`config.mk`:
```
export PLATFORM = sky130hd
export DESIGN_NAME = imem_loader
export DESIGN_NICKNAME = d
export VERILOG_FILES = /design/src/rtl/imem_loader_pkg.sv /design/src/rtl/imem_loader_byte_packer.sv /design/src/rtl/imem_loader.sv
export SDC_FILE = /design/constraint.sdc
export NUM_CORES = 1
export LEC_CHECK = 0
export CORE_MARGIN = 2
export CORE_UTILIZATION = 37
export DETAILED_ROUTE_END_ITERATION = 7
export PLACE_DENSITY = 0.59
export SLEW_MARGIN = 20
export SYNTH_ARGS = -nofsm -noshare
export SYNTH_HDL_FRONTEND = slang
export SYNTH_SLANG_ARGS = --single-unit
```
`constraint.sdc`:
```
create_clock -name clk -period 2.45 [get_ports clk]
set_clock_uncertainty 0.15 [all_clocks]
set_input_delay 0.49 -clock clk [delete_from_list [all_inputs] [get_ports clk]]
set_output_delay 0.49 -clock clk [all_outputs]
set_load 0.05 [all_outputs]
```
`src/rtl/imem_loader_pkg.sv`:
```
// Shared widths and FSM state encoding for the instruction-memory loader.
package imem_loader_pkg;

    localparam int BYTE_W = 8;
    localparam int WORD_W = 32;
    localparam int LEN_W  = 16;

    typedef enum logic [2:0] {
        LD_IDLE   = 3'd0,
        LD_LEN_HI = 3'd1,
        LD_LEN_LO = 3'd2,
        LD_DATA   = 3'd3,
        LD_CHK    = 3'd4,
        LD_DONE   = 3'd5,
        LD_ERR    = 3'd6
    } ld_state_t;

endpackage

```
`src/rtl/imem_loader_byte_packer.sv`:
```
// byte_packer: assembles big-endian bytes into 32-bit words; word_valid pulses
// for one cycle after the fourth byte of each word.
module byte_packer
    import imem_loader_pkg::*;
(
    input  logic              clk,
    input  logic              rst,
    input  logic              clear,
    input  logic [BYTE_W-1:0] byte_data,
    input  logic              byte_valid,
    output logic [WORD_W-1:0] word,
    output logic              word_valid,
    output logic [1:0]        byte_cnt
);

    logic [23:0] shift;

    // NOTE: state registers use non-blocking assignments so every flop samples pre-edge values.
    always_ff @(posedge clk) begin
        if (rst) begin
            shift      <= '0;
            word       <= '0;
            word_valid <= 1'b0;
            byte_cnt   <= 2'd0;
        end else if (clear) begin
            shift      <= '0;
            word_valid <= 1'b0;
            byte_cnt   <= 2'd0;
        end else begin
            word_valid <= 1'b0;
            if (byte_valid) begin
                byte_cnt <= byte_cnt + 2'd1;
                if (byte_cnt == 2'd3) begin
                    word       <= {shift, byte_data};
                    word_valid <= 1'b1;
                end else begin
                    shift <= {shift[15:0], byte_data};
                end
            end
        end
    end

endmodule

```
`src/rtl/imem_loader.sv`:
```
// imem_loader: loads a length-prefixed byte stream into inst_mem and holds the CPU
// in reset until done. Optional trailing XOR checksum: IMEM_LOADER_CHKSUM_EN.
module imem_loader
    import imem_loader_pkg::*;
#(
    parameter int                ADDR_W    = 32,
    parameter int                MAX_WORDS = 1024,
    parameter logic [ADDR_W-1:0] BASE_ADDR = '0
) (
    input  logic              clk,
    input  logic              rst,
    input  logic              start,
    input  logic [BYTE_W-1:0] rx_data,
    input  logic              rx_valid,
    output logic              rx_ready,
    output logic              imem_we,
    output logic [ADDR_W-1:0] imem_addr,
    output logic [WORD_W-1:0] imem_wdata,
    output logic              cpu_hold,
    output logic              done,
    output logic              err
);

    ld_state_t         state;
    logic [BYTE_W-1:0] len_hi;
    logic [LEN_W-1:0]  len;
    logic [LEN_W-1:0]  word_idx;
    logic [LEN_W-1:0]  len_word;
    logic [1:0]        byte_cnt;
    logic              xfer;
    logic              push;
    logic              start_ok;
    logic              last_word;
`ifdef IMEM_LOADER_CHKSUM_EN
    logic [BYTE_W-1:0] chk;
`endif

    assign xfer      = rx_valid & rx_ready;
    assign push      = xfer && (state == LD_DATA);
    assign start_ok  = start && (state inside {LD_IDLE, LD_DONE, LD_ERR});
    assign len_word  = {len_hi, rx_data};
    assign last_word = (word_idx == len - LEN_W'(1));

    byte_packer u_packer (
        .clk        (clk),
        .rst        (rst),
        .clear      (start_ok),
        .byte_data  (rx_data),
        .byte_valid (push),
        .word       (imem_wdata),
        .word_valid (imem_we),
        .byte_cnt   (byte_cnt)
    );

    always_ff @(posedge clk) begin
        if (rst) begin
            state     <= LD_IDLE;
            rx_ready  <= 1'b0;
            imem_addr <= BASE_ADDR;
            cpu_hold  <= 1'b1;
            done      <= 1'b0;
            err       <= 1'b0;
            len_hi    <= '0;
            len       <= '0;
            word_idx  <= '0;
`ifdef IMEM_LOADER_CHKSUM_EN
            chk       <= '0;
`endif
        end else begin
            case (state)
                LD_IDLE, LD_DONE, LD_ERR: begin
                    if (start) begin
                        state     <= LD_LEN_HI;
                        rx_ready  <= 1'b1;
                        cpu_hold  <= 1'b1;
                        done      <= 1'b0;
                        err       <= 1'b0;
                        word_idx  <= '0;
                        imem_addr <= BASE_ADDR;
`ifdef IMEM_LOADER_CHKSUM_EN
                        chk       <= '0;
`endif
                    end
                end
                LD_LEN_HI: begin
                    if (xfer) begin
                        len_hi <= rx_data;
                        state  <= LD_LEN_LO;
`ifdef IMEM_LOADER_CHKSUM_EN
                        chk    <= chk ^ rx_data;
`endif
                    end
                end
                LD_LEN_LO: begin
                    if (xfer) begin
                        len <= len_word;
`ifdef IMEM_LOADER_CHKSUM_EN
                        chk <= chk ^ rx_data;
`endif
                        if (32'(len_word) > MAX_WORDS) begin
                            state    <= LD_ERR;
                            rx_ready <= 1'b0;
                            err      <= 1'b1;
                        end else if (len_word == '0) begin
`ifdef IMEM_LOADER_CHKSUM_EN
                            state    <= LD_CHK;
`else
                            state    <= LD_DONE;
                            rx_ready <= 1'b0;
                            done     <= 1'b1;
                            cpu_hold <= 1'b0;
`endif
                        end else begin
                            state <= LD_DATA;
                        end
                    end
                end
                LD_DATA: begin
`ifdef IMEM_LOADER_CHKSUM_EN
                    if (push)
                        chk <= chk ^ rx_data;
`endif
                    // Stall the stream while the final word is written so no trailing byte is absorbed as data.
                    if (push && byte_cnt == 2'd3 && last_word)
                        rx_ready <= 1'b0;
                    if (imem_we) begin
                        word_idx  <= word_idx + LEN_W'(1);
                        imem_addr <= imem_addr + ADDR_W'(4);
                        if (last_word) begin
`ifdef IMEM_LOADER_CHKSUM_EN
                            state    <= LD_CHK;
                            rx_ready <= 1'b1;
`else
                            state    <= LD_DONE;
                            done     <= 1'b1;
                            cpu_hold <= 1'b0;
`endif
                        end
                    end
                end
`ifdef IMEM_LOADER_CHKSUM_EN
                LD_CHK: begin
                    if (xfer) begin
                        rx_ready <= 1'b0;
                        if (rx_data == chk) begin
                            state    <= LD_DONE;
                            done     <= 1'b1;
                            cpu_hold <= 1'b0;
                        end else begin
                            state <= LD_ERR;
                            err   <= 1'b1;
                        end
                    end
                end
`endif
                default: begin
                    state    <= LD_IDLE;
                    rx_ready <= 1'b0;
                end
            endcase
        end
    end

endmodule

```
# Yosys cells after proc, flatten, opt, wreduce, memory -nomap -nowiden
# Index checks and enable logic that the tools add are counted.
# classes
bitwise	5
eq_ne	17
mux	36
reduce_logical	22
add_sub_neg	4
n_lt_le_gt_ge	1
# op_table
operator	count
2-to-1 mux 32 bit	2
case mux 32 bit (2 select lines)	1
adder 32 x 3 -> 32 bit (second input constant)	1
2-to-1 mux 16 bit	2
case mux 16 bit (2 select lines)	1
2-to-1 mux 3 bit	7
2-to-1 mux 1 bit	18
adder 16 x 1 -> 16 bit (second input constant)	1
== test 16 bit	1
greater-than comparator 16 x 11 -> 1 bit (second input constant)	1
zero test 16 bit	1
subtractor 16 x 1 -> 16 bit (second input constant)	1
inequality test 2 bit (second input constant)	7
case mux 3 bit (4 select lines)	1
AND reduction 5 bit	2
AND reduction 7 bit	1
== test 3 x 2 -> 1 bit (second input constant)	2
== test 3 bit (second input constant)	2
case mux 1 bit (3 select lines)	2
AND reduction 2 bit	3
AND reduction 3 bit	2
nonzero test 3 bit	2
OR reduction 3 bit	2
logical AND 1 bit	4
other kinds (13)	18
# word_totals
ff_bits	138
in_bits	12

# Longest topological paths before layout
# depth
word_depth	6
ltp_mapped	9

# Modules after synthesis
# Synthesis repeated with hierarchy kept, for this count alone.
# hier_totals
cells_unflattened	747
hier_area_um2	6292.3
# modules_own_cells
mod	area_per_inst_um2	cells_per_inst	instances
imem_loader	4023.9	487	1
byte_packer	2268.4	260	1

# Worst setup path before layout
# OpenSTA, ideal clock, no wires.
# synth_path
path_type	reg2reg
from	register imem_addr[9]
to	register imem_addr[29]
path_stages_with_launch	7
setup_ps	70
t_required_ps	2230
arrival_time_ps	2272
setup_slack_ps	-42
period_less_slack_ps	2492
cell_sequence	dfxtp_1 > and4_1 > nand4_1 > a2111oi_4 > nand2_2 > or3_1 > a21oi_1
# synth_between
elab_chain_cells	3
# synth_lines
element	line_no	text
from (decl)	imem_loader.sv:17	output logic [ADDR_W-1:0] imem_addr,
from (signal assigned)	imem_loader.sv:128	imem_addr <= imem_addr + ADDR_W'(4);
adder 32 x 3 -> 32 bit	imem_loader.sv:128	
2-to-1 mux 32 bit	imem_loader.sv:126	if (imem_we) begin
case mux 32 bit (2 select lines)	imem_loader.sv:70	case (state)
# Every way passes these cells. The select of a mux whose other input is x is not followed.
# A chain may end at the register's enable or synchronous reset.

# Worst setup path after layout
# layout_path
from	register u_packer.word_valid
to	output port imem_we
# layout_rtl
element	line_no	text
from (decl)	imem_loader_byte_packer.sv:12	output logic word_valid,
from (signal assigned)	imem_loader_byte_packer.sv:23	word_valid <= 1'b0;
from (signal assigned)	imem_loader_byte_packer.sv:27	word_valid <= 1'b0;
from (signal assigned)	imem_loader_byte_packer.sv:30	word_valid <= 1'b0;
to (decl)	imem_loader.sv:16	output logic imem_we,
# No word-level cell between the ends.

==> results.py <==
metrics = {
    "placed_design": {
        "hpwl_um": 10530,
        "place_ws_ps": -417.5,
        "dpl.cell_count": 1040,
        "place.gp.congestion": 0.8203,
        "postPlaceCellArea_um2": 7282,
        "place.port_buffers": 78,
    },
    "sta": {
        "maxSlewViolCount": 0,
        "fmax_mhz": 423.1,
        "slew-limit-headroom": 0.6356,
        "worstMarginPinSlew_ps": 545.0,
        "fin_crit_ps": 2363,
        "setup_ws_ps": 86.63,
        "post-route-period-util": 0.9646,
        "final_hold_viol_count": 0,
        "setup_viol": 0,
    },
    "yosys": {
        "yosysTopAreaCell": "dfxtp_1",
        "yosysWarnings": 0,
        "syn_avg_cell_area_um2": 8.098,
        "synth-seq-cells": 136,
        "synth_cell_type_count": 54,
        "synth_ff_type": "dfxtp_1",
        "synthesis.area_um2": 5952,
        "synth_most_common_cell": "nand2_1",
        "synth.area.top_cells": "dfxtp_1 46%, nand2_1 10%, a21oi_1 7.1%",
        "yosysSeqAreaShare": 0.4574,
        "synth_edf_count": 0,
        "netlist_top_cells_count": "161 x nand2_1, 136 x dfxtp_1, 84 x a21oi_1",
        "async_flop_share": 0,
        "synth_top_cell_area_share": 0.4574,
        "syn_inst": 735,
    },
    "routing": {
        "drtAntennaViolNets": 0,
        "via_per_inst": 4.965,
        "vias": 5337,
        "wl_per_cell_um": 14.06,
        "post-route-drc-count": 0,
        "drt_wl_total_um": 15120,
        "drt_first_pass_iters": 4,
        "drt-initial-drc-count": 276,
    },
    "layout": {
        "utilization": 0.5073,
        "seqCellArea_um2": 2734,
        "layout.cells.non_filler": 1075,
        "area_growth_syn_to_layout_pct": 34.90,
        "fillCellCount": 1465,
        "multi_input_area_um2": 3149,
        "fin_nets": 862,
        "final_area_um2": 8029,
        "num_antenna_cells": 0,
        "final_layout_size_suffix_gt1_frac": 0.1385,
    },
    "global_route": {
        "grt-ovfl-total": 0,
        "grt_max_degree": 69,
        "grt_use_total": 0.1827,
        "antenna_found_initial": 0,
        "grt_pass1_wl_um": 24690,
        "grt_pass1_vias": 5106,
    },
    "floorplan": {
        "die_w_um": 130.8,
        "core_um2": 15830,
        "ioPinCount": 81,
        "num_rows": 46,
        "start_util": 0.3760,
        "die_area_um2": 17120,
        "die_y_um": 130.8,
    },
    "min_path": {
        "hold_class": "flip-flop to flip-flop",
        "hold_depth": 2,
    },
    "setup_path": {
        "crit_family": "buffers and inverters",
        "slowest_delay_ps": 850,
        "end_kind": "output port",
        "cp_max_fo": 4,
        "cp_num_cells": 1,
        "rrSetupSlack_ps": 90,
        "startpoint_type": "flip-flop",
        "critical_path_class": "flip-flop to output port",
        "crit_path_end": "imem_we",
        "reg2reg_from": "len[3]",
        "rr_worst_depth": 9,
        "cp.arrival_ps": 1720,
        "r2r-end": "rx_ready",
        "critPathLaunch": "u_packer.word_valid",
        "cp_num_buf_inv": 1,
        "critical_path_required_ps": 1810,
        "path_cells": "clkdlybuf4s50_1",
        "cp_slowest_cell": "clkdlybuf4s50_1",
    },
    "clocking": {
        "clk-insertion-delay-late_ps": 420,
        "h-tree-depth": 4,
        "cts_root_buf": "clkbuf_16",
        "cts_hold_buf": 0,
        "path_clk_slew_ps": 60,
        "cts_buffer_depth": 2,
        "cts_sinks": 136,
        "cts_tree": "yes",
        "cts_made_buffers": 17,
    },
    "pwr": {
        "power_frac_clock": 0.512,
        "pwr-share-seq": 0.438,
        "power.switching_w": 0.001134,
        "swShare": 0.2230,
        "peakVddDrop_mv": 0.4995,
        "combPwrFrac": 0.050,
        "power_density_nw_per_um2": 633.6,
        "finalPower_w": 0.005087,
        "p_leak_nw": 2.756,
        "intPower_w": 0.003953,
    },
    "run": {
        "max-cap-violations": 0,
    },
    "status": {
        "outcome": "complete, no violations",
    },
}
## stage by stage
| step | setup TNS, ps | hold WS (ps) |
|---|---|---|
| finish | 0 | 302.7 |
| global route | -30.12 | 322.8 |
| CTS | 0 | 306.1 |
| detailed placement | -11690 | 298.4 |
| global placement | -9492 | 294.4 |
| floorplan | 0 | 282.2 |
## flip-flops by register name, indices dropped and copies added, names as in the netlist
register,count
len,16
len_hi,8
u_packer.shift,24
imem_addr,30
u_packer.word,32
err,1
u_packer.byte_cnt,2
state,3
rx_ready,1
word_idx,16
done,1
cpu_hold,1
u_packer.word_valid,1
## kinds of logic (layout without fill, tap and decap cells)
group | after synthesis | count (layout) | synth area share
other | 1 | 2 | 0.0006300
flip-flops | 136 | 136 | 0.4574
AO/OA/AOI/OAI | 123 | 123 | 0.1194
buffers and inverters | 49 | 172 | 0.03321
AND/OR/NAND/NOR | 343 | 343 | 0.2609
adder cells (fa/ha/maj) | 4 | 4 | 0.008409
XOR/XNOR | 61 | 61 | 0.08976
multiplexers | 18 | 18 | 0.03027
## power groups by stage
| stage | registers, W | clock network [W] | logic, W |
|---|---|---|---|
| 6_report | 0.00223 | 0.00260 | 0.000252 |
| 5_1_grt | 0.00223 | 0.00276 | 0.000274 |
| 4_1_cts | 0.00223 | 0.00265 | 0.000247 |
| 3_5_place_dp | 0.00228 | 0 | 0.000245 |
| 3_3_place_gp | 0.00228 | 0 | 0.000241 |
| 2_1_floorplan | 0.00229 | 0 | 0.000125 |
## cell usage in the layout, fill, tap and decap left out, drive strengths merged, types with 3 or more instances in the layout
cell type        n
a2111oi          3
a21oi           84
a31oi            5
and2             5
and3            11
and4             3
buf             53
clkbuf          23
clkdlybuf4s50   77
clkinv           3
dfxtp          136
ha               4
inv             12
mux2i           18
nand2          162
nand3           21
nand4           11
nor2            82
nor2b            6
nor3            16
nor4             7
o21ai           16
or3              9
xnor2           36
xor2            25
## layer usage
metal / part of all wire / track usage
met5: 0 / 0
met4: 0.0080 / 0.05444
met2: 0.45 / 0.2834
met1: 0.49 / 0.2448
met3: 0.052 / 0.05700
## how the worst min path moves through the flow
stage / startpoint / endpoint / slack [ps]
floorplan: u_packer.shift[16] / u_packer.word[24] / 280
global route: u_packer.word[5] / u_packer.word[5] / 320
global placement: u_packer.word[6] / u_packer.word[6] / 290
detailed placement: u_packer.word[15] / u_packer.word[15] / 300
finish: u_packer.shift[22] / u_packer.word[30] / 300
CTS: u_packer.word[15] / u_packer.word[15] / 310
## repair_timing
item	CTS	global route
buffers inserted	2	1
gates cloned	0	0
endpoints found under the setup margin	5	14
pin swaps	1	8
endpoints found under the hold margin	0	0
gates resized for setup	2	26
## tightest hold or removal path, cell delays in order, from the launching register on
cell and delay [ps]:
dfxtp_1 310, nand2_1 50, a21oi_1 50
## area by class of cell
type,instances,share of cell area
sequential,136,0.3405
inverter,10,0.004675
timing repair buffer,130,0.1530
multi-input combinational,551,0.3922
tap,216,0.03366
clock buffer,23,0.06202
clock inverter,9,0.01387
Note: power is estimated with default switching activity, not from simulation.
